**src/rtl/sha3_pkg.sv**
```systemverilog
// Shared SHA-3 types and constants for the absorb path: mode encoding, rates
// and padding bytes, plus the lane layout the Keccak core consumes.
`timescale 1ns/1ps
package sha3_pkg;

   typedef enum logic [1:0] {
      SHA3_224 = 2'd0,
      SHA3_256 = 2'd1,
      SHA3_384 = 2'd2,
      SHA3_512 = 2'd3
   } sha3_mode_e;

   // Rate in 16-bit words for each mode, indexed by the mode encoding.
   localparam logic [6:0] RATE_WORDS [4] = '{7'd72, 7'd68, 7'd52, 7'd36};

   localparam logic [7:0] PAD_DOMAIN = 8'h06;
   localparam logic [7:0] PAD_FINAL  = 8'h80;

   typedef enum logic [1:0] {
      FILL = 2'd0,
      PAD  = 2'd1,
      HOLD = 2'd2
   } state_t;

   typedef logic [4:0][4:0][63:0] keccak_state_t;

   function automatic logic [7:0] rate_bytes(input logic [1:0] mode);
      return {RATE_WORDS[mode], 1'b0};
   endfunction

endpackage

```
**src/rtl/sha3_pad_packer.sv**
```systemverilog
// Packs a 16-bit message stream little-endian into Keccak rate blocks,
// applies SHA-3 padding on the final beat and hands blocks over with valid/ready.
`timescale 1ns/1ps
module sha3_pad_packer
   import sha3_pkg::*;
#(
   parameter int DATA_WIDTH = 16
) (
   input  logic                  ACLK,
   input  logic                  ARESET,
   input  logic [DATA_WIDTH-1:0] s_TDATA,
   input  logic [1:0]            s_TKEEP,
   input  logic                  s_TVALID,
   input  logic                  s_TLAST,
   input  logic [1:0]            s_TUSER,
   output logic                  s_TREADY,
   output keccak_state_t         blk_data,
   output logic                  blk_valid,
   output logic                  blk_last,
   input  logic                  blk_ready,
   output logic [1:0]            blk_mode
);

   state_t          state;
   logic [1599:0]   buffer;
   logic [6:0]      wcnt;
   logic [7:0]      pad_pos;
   logic            pad_pend;
   logic            armed;

   logic [1:0]            beat_mode;
   logic [7:0]            beat_rate;
   logic [7:0]            valid_bytes;
   logic [7:0]            pad_pos_next;
   logic [DATA_WIDTH-1:0] beat_word;
   logic [7:0]            final_idx;
   logic [1599:0]         pad_mask;

   assign blk_data = buffer;

   // The first beat of a message uses TUSER directly; later beats use the latch.
   assign beat_mode = armed ? s_TUSER : blk_mode;
   assign beat_rate = rate_bytes(beat_mode);

   // Only the TLAST beat may be short; every other keep pattern counts as two bytes.
   always_comb begin
      valid_bytes = 8'd2;
      beat_word   = s_TDATA;
      if (s_TLAST && s_TKEEP == 2'b01) begin
         valid_bytes = 8'd1;
         beat_word   = {8'h00, s_TDATA[7:0]};
      end else if (s_TLAST && s_TKEEP == 2'b00) begin
         valid_bytes = 8'd0;
         beat_word   = '0;
      end
   end

   assign pad_pos_next = {wcnt, 1'b0} + valid_bytes;
   assign final_idx    = rate_bytes(blk_mode) - 8'd1;
   assign pad_mask     = (1600'(PAD_DOMAIN) << {pad_pos, 3'b000})
                       ^ (1600'(PAD_FINAL) << {final_idx, 3'b000});

   always_ff @(posedge ACLK or posedge ARESET) begin
      if (ARESET) begin
         state     <= FILL;
         buffer    <= '0;
         wcnt      <= '0;
         pad_pos   <= '0;
         pad_pend  <= 1'b0;
         armed     <= 1'b1;
         s_TREADY  <= 1'b0;
         blk_valid <= 1'b0;
         blk_last  <= 1'b0;
         blk_mode  <= '0;
      end else begin
         case (state)
            FILL: begin
               if (!s_TREADY) begin
                  s_TREADY <= 1'b1;
               end else if (s_TVALID) begin
                  if (armed) begin
                     blk_mode <= s_TUSER;
                     armed    <= 1'b0;
                  end
                  buffer[{wcnt, 4'b0000} +: DATA_WIDTH] <= beat_word;
                  wcnt <= wcnt + 7'd1;
                  if (s_TLAST) begin
                     pad_pos  <= pad_pos_next;
                     s_TREADY <= 1'b0;
                     // An exactly full block goes out first; padding follows in a block of its own.
                     if (pad_pos_next == beat_rate) begin
                        state     <= HOLD;
                        blk_valid <= 1'b1;
                        blk_last  <= 1'b0;
                        pad_pend  <= 1'b1;
                     end else begin
                        state <= PAD;
                     end
                  end else if (wcnt + 7'd1 == RATE_WORDS[beat_mode]) begin
                     state     <= HOLD;
                     s_TREADY  <= 1'b0;
                     blk_valid <= 1'b1;
                     blk_last  <= 1'b0;
                  end
               end
            end
            PAD: begin
               buffer    <= buffer ^ pad_mask;
               state     <= HOLD;
               blk_valid <= 1'b1;
               blk_last  <= 1'b1;
            end
            HOLD: begin
               if (blk_ready) begin
                  buffer    <= '0;
                  wcnt      <= '0;
                  blk_valid <= 1'b0;
                  blk_last  <= 1'b0;
                  if (pad_pend) begin
                     state    <= PAD;
                     pad_pos  <= '0;
                     pad_pend <= 1'b0;
                  end else begin
                     state    <= FILL;
                     s_TREADY <= 1'b1;
                     if (blk_last) armed <= 1'b1;
                  end
               end
            end
            default: state <= FILL;
         endcase
      end
   end

endmodule

```
**config.mk**
```make
export PLATFORM = sky130hd
export DESIGN_NAME = sha3_pad_packer
export DESIGN_NICKNAME = d
export VERILOG_FILES = /design/src/rtl/sha3_pkg.sv /design/src/rtl/sha3_pad_packer.sv
export SDC_FILE = /design/constraint.sdc
export NUM_CORES = 2
export LEC_CHECK = 0
export ABC_CLOCK_PERIOD_IN_PS = 73900
export CORE_AREA = 2 2 634 636
export CTS_CLUSTER_DIAMETER = 30
export DETAILED_ROUTE_END_ITERATION = 6
export DIE_AREA = 0 0 636 638
export HOLD_SLACK_MARGIN = 0.06
export PLACE_DENSITY_LB_ADDON = 0.08
export RECOVER_POWER = 25
export SLEW_MARGIN = 20
export SYNTH_ARGS = -nofsm -noshare
export SYNTH_HDL_FRONTEND = slang
export SYNTH_SLANG_ARGS = --single-unit
```
**constraint.sdc**
```tcl
create_clock -name ACLK -period 73.9 [get_ports ACLK]
set_input_delay 11.085 -clock ACLK [delete_from_list [all_inputs] [get_ports ACLK]]
set_output_delay 11.085 -clock ACLK [all_outputs]
set_load 0.05 [all_outputs]
```
Word-level counts from Yosys, hierarchy flattened
Index checks and enable logic that the tools add are counted.
- $add $sub $neg: 4
- multipliers: 0
- div/mod/pow operators: 0
- magnitude comparators: 2
- eq/ne operators: 15
- shift-type cells: 4
- muxes and demuxes: 64
- bitwise logic cells: 4
- reductions and logical operators: 15
- operators with widths (operator ; number):
    two-way mux 1600 bit ; 3
    one-hot mux 1600 bit (3 select lines) ; 1
    bitwise XOR 1600 bit ; 2
    bitwise mux 1600 bit ; 1
    variable shift 16 x 13 -> 1600 bit, first input constant ; 1
    variable part select 16 x 13 -> 1600 bit ; 1
    left shift 3 x 11 -> 1600 bit, first input constant ; 1
    left shift 8 x 11 -> 1600 bit, first input constant ; 1
    two-way mux 7 bit ; 7
    two-way mux 8 bit ; 5
    two-way mux 16 bit ; 2
    binary-select mux 7 bit (select 2 bit) ; 2
    two-way mux 1 bit ; 26
    AND reduction 6 bit ; 4
    two-way mux 2 bit ; 9
    inequality test 2 bit, second input constant ; 8
    one-hot mux 8 bit (2 select lines) ; 1
    one-hot mux 7 bit (2 select lines) ; 1
    negator 11 -> 13 bit ; 1
    AND reduction 4 bit ; 3
    adder 8 bit ; 1
    equality test 8 bit ; 1
    subtractor 8 x 1 -> 8 bit, second input constant ; 1
    adder 7 x 1 -> 7 bit, second input constant ; 1
    14 further kinds ; 24
- flip-flop bits (word level): 1624
- bits in latches: 0
- memory bits (writable): 0
- ROM bits: 0
- input bits: 25
- output and inout port bits: 1605
- word-level logic and storage cells: 118
- memories kept: 0

Logic depth before layout (Yosys ltp)
- depth in word-level cells: 11
- depth in mapped cells: 16
- gate-level depth less buffers: 10

Least setup slack after synthesis
No wires, ideal clock.
- path type: input-to-reg
- start: input s_TLAST
- end: register blk_last
- library setup time: 125 ps
- arrival: 13737 ps
- data required time: 73775 ps
- slack: 60038 ps
- stages: 11
- buffers on the path: 1
- cells stage by stage: nor2b_1 -> clkinv_1 -> clkbuf_1 -> ha_1 -> a21bo_2 -> and2_1 -> or4b_1 -> o21ai_0 -> a31oi_1 -> a211oi_1 -> mux2_2
- cells in the longest elaborated chain, start to end: 7
- elaborated cells on any way between the ends: 13
- classes of those cells: 1 x add/sub; 3 x eq/ne; 6 x mux; 3 x reduce/logical
- RTL lines (what ; line ; text):
    start: declaration ; sha3_pad_packer.sv:14 ; input logic s_TLAST,
    logical AND 1 bit ; sha3_pad_packer.sv:52 ; end else if (s_TLAST && s_TKEEP == 2'b00) begin
    two-way mux 2 bit ; sha3_pad_packer.sv:52 ;
    two-way mux 2 bit ; sha3_pad_packer.sv:49 ; if (s_TLAST && s_TKEEP == 2'b01) begin
    adder 8 bit ; sha3_pad_packer.sv:58 ; assign pad_pos_next = {wcnt, 1'b0} + valid_bytes;
    equality test 8 bit ; sha3_pad_packer.sv:91 ; if (pad_pos_next == beat_rate) begin
    inequality test 3 bit (no source line) ; n/a ;
    AND reduction 6 bit (no source line) ; n/a ;
    end signal: assignment ; sha3_pad_packer.sv:73 ; blk_last <= 1'b0;
    end signal: assignment ; sha3_pad_packer.sv:94 ; blk_last <= 1'b0;
    end signal: assignment ; sha3_pad_packer.sv:103 ; blk_last <= 1'b0;
    end: declaration ; sha3_pad_packer.sv:19 ; output logic blk_last,
Several ways; a longest one is shown, not always the timed one. The select of a mux whose other input is x is not followed.
A chain may end at the register's enable or synchronous reset.

==> flow_summary.ini <==
[global_route]
grt_pass1_wl_um = 692000
grt_pass1_vias = 70238
groute.usage.overall_pct = 25.1
grt_overflow = 0
antenna_found_initial = 50
grt_max_degree = 159

[logic_synthesis]
synth_seq_cells = 1624
seq_area_frac_synth_pct = 58.1
synth_top_cell_by_area = dfrtp_1
netlist_instances = 6683
syn-cell-area_sq_um = 70000
yosysUniqueCellTypes = 97
yosys.area.top_type_share_pct = 58.0
synthTopCellsByArea = dfrtp_1 (58%), a22o_1 (7.7%), o21ai_0 (5.5%)
synth.net_count = 6717
avgSynthCellArea_sq_um = 10.5
synth_edf_count = 0
yosysWarnings = 0
synth-async-reset-ratio_pct = 100
dominantRegCellSynth = dfrtp_1

[cts]
cts_resized = 0
cts_setup_buffers = 0
cts-buffers-inserted = 554
cts_sinks = 1624
htreeDepth = 6
cts_root_buf = clkbuf_16
clockBufferDepth = 4
cts_hold_buf = 0
cts_tree = yes
path_clk_slew_ns = 0.04
clk_latency_ns = 1.02

[cells_and_area]
final_common_cell = dfrtp_1
area_delta_synth_final_pct = 59.8
layout_common_cells = dfrtp_1 (1623), clkdlybuf4s50_1 (1446), o21ai_0 (748), nand2_1 (704), a22o_1 (615)
final_nets = 8565
drive_gt1_share_pct = 15.1

[floorplanning]
boundaryPins = 1630
core_area_sq_um = 399000
die-area_sq_um = 406000
initial_core_util_pct = 17.6
die_h_um = 638
row_count = 232
dieWidth_um = 636

[min_path]
min_path_type = reg -> reg

[critical_path]
arrival_ns = 22.80
path_class = in -> async
startpoint_type = input port
crit_path_end_kind = async pin
critical_path_required_ns = 72.76
path_max_fanout = 150

[detailed_routing]
wirelength_um = 529000
vias = 69027
routed_via_density = 4.85
first_pass_iters = 7
wl_per_cell_um = 37.1
antenna_left = 0
drc = 0
drt_iter0_markers = 5687

[timing]
holdWs_ns = 0.467
rsz0062_at_grt = no
fin_worst_skew_ns = 0.0859
drv_slew = 1272
period_share_pct = 32.4
max_slew_margin_pct = -487
worst_slack_ns = 49.96
tns_ns = 0
min_period_ns = 23.94
final_hold_viol_count = 0
tightestPinTransition_ns = 8.80
maxClockFrequency_mhz = 41.8
setup_viol = 0

[pwr]
p_clk_share_pct = 48.2
power.switching_uw = 1970
leakage_uw = 0.0462
swShare_pct = 41.3
irDropWorstVdd_mv = 0.0268
pwr-share-seq_pct = 20.4
combPwrFrac_pct = 31.4
p_int_uw = 2810
power.density_nw_per_um2 = 42.8

[placed_design]
hpwl_um = 393000
portBuffers = 1629
routabilityCongestion = 0.844
pre_cts_ws_ns = 56.08

[status]
violations = capacitance limit, slew limit
status = finished with violations

[job]
maxCapViolCount = 25
kinds of logic after synthesis:
logic type | synth area share, %
mux | 0.193
compound gates | 27.2
flops | 58.1
simple gates | 10.2
buf+inv | 4.06
fa+ha+maj | 0.161
xor+xnor | 0.150
layer usage:
layer	vias up	routed length [um]	global-route usage, %
met5	-	37	0
met4	6	29500	12.6
met3	866	42600	7.60
met2	3388	250000	41.5
met1	35855	207000	29.4
li1	28912	-	-
metrics by stage:
stage	total power (uW)	util, %	area, sq um	std cells
3_5_place_dp	2510	23.4	93400	13239
5_1_grt	4930	28.0	112000	14219
4_1_cts	4830	28.1	112000	14215
6_report	4780	28.1	112000	14240
3_3_place_gp	2490	23.4	93300	13235
2_1_floorplan	1710	-	70000	6683
worst paths after layout:
| kind | from | to | slack, ns | cells after the start |
|---|---|---|---|---|
| max in group ACLK | s_TVALID | register | 55.81 | 9 |
| min reg2reg | register | register | 0.47 | 1 |
| max | ARESET | async pin | 49.96 | 4 |
| min in group asynchronous | ARESET | async pin | 11.62 | 2 |
| max reg2reg | state[0] | register | 65.83 | 10 |
| min | register | register | 0.47 | 1 |
synth_stat cells, drive strengths merged (8+ instances only):
library cell	n
a211oi	30
a21o	12
a21oi	385
a221o	14
a22o	615
a22oi	38
a31oi	72
a32o	45
and2	38
and3	25
buf	160
clkbuf	469
dfrtp	1623
ha	9
inv	63
mux2i	9
nand2	724
nand2b	23
nand3	200
nand4	28
nor2	279
nor2b	20
nor3	168
nor4	16
o211ai	87
o21a	19
o21ai	863
o221ai	8
o22a	28
o22ai	147
o2bb2ai	213
o31ai	49
o32a	24
o32ai	74
or2	11
or3	18
area by class of cell:
cell class	count	area (sq um)
Antenna cell	24	60.1
Clock buffer	781	15800
Clock inverter	195	2670
Fill cell	41446	287000
Inverter	64	241
Multi-Input combinational cell	4366	27400
Sequential cell	1624	40600
Tap cell	5265	6590
Timing Repair Buffer	1921	18400
critical path: stages:
cell and delay (ns):
dlygate4sd3_1 0.56, clkinvlp_2 2.05, clkbuf_1 2.40, clkbuf_1 6.30
power groups by stage:
stage	sequential [uW]	combinational (uW)	clock [uW]
floorplan	1110	600	0
global placement	984	1510	0
detailed placement	985	1520	0
CTS	974	1520	2340
global route	979	1560	2390
finish	974	1500	2300
(Power assumes the default switching activity.)
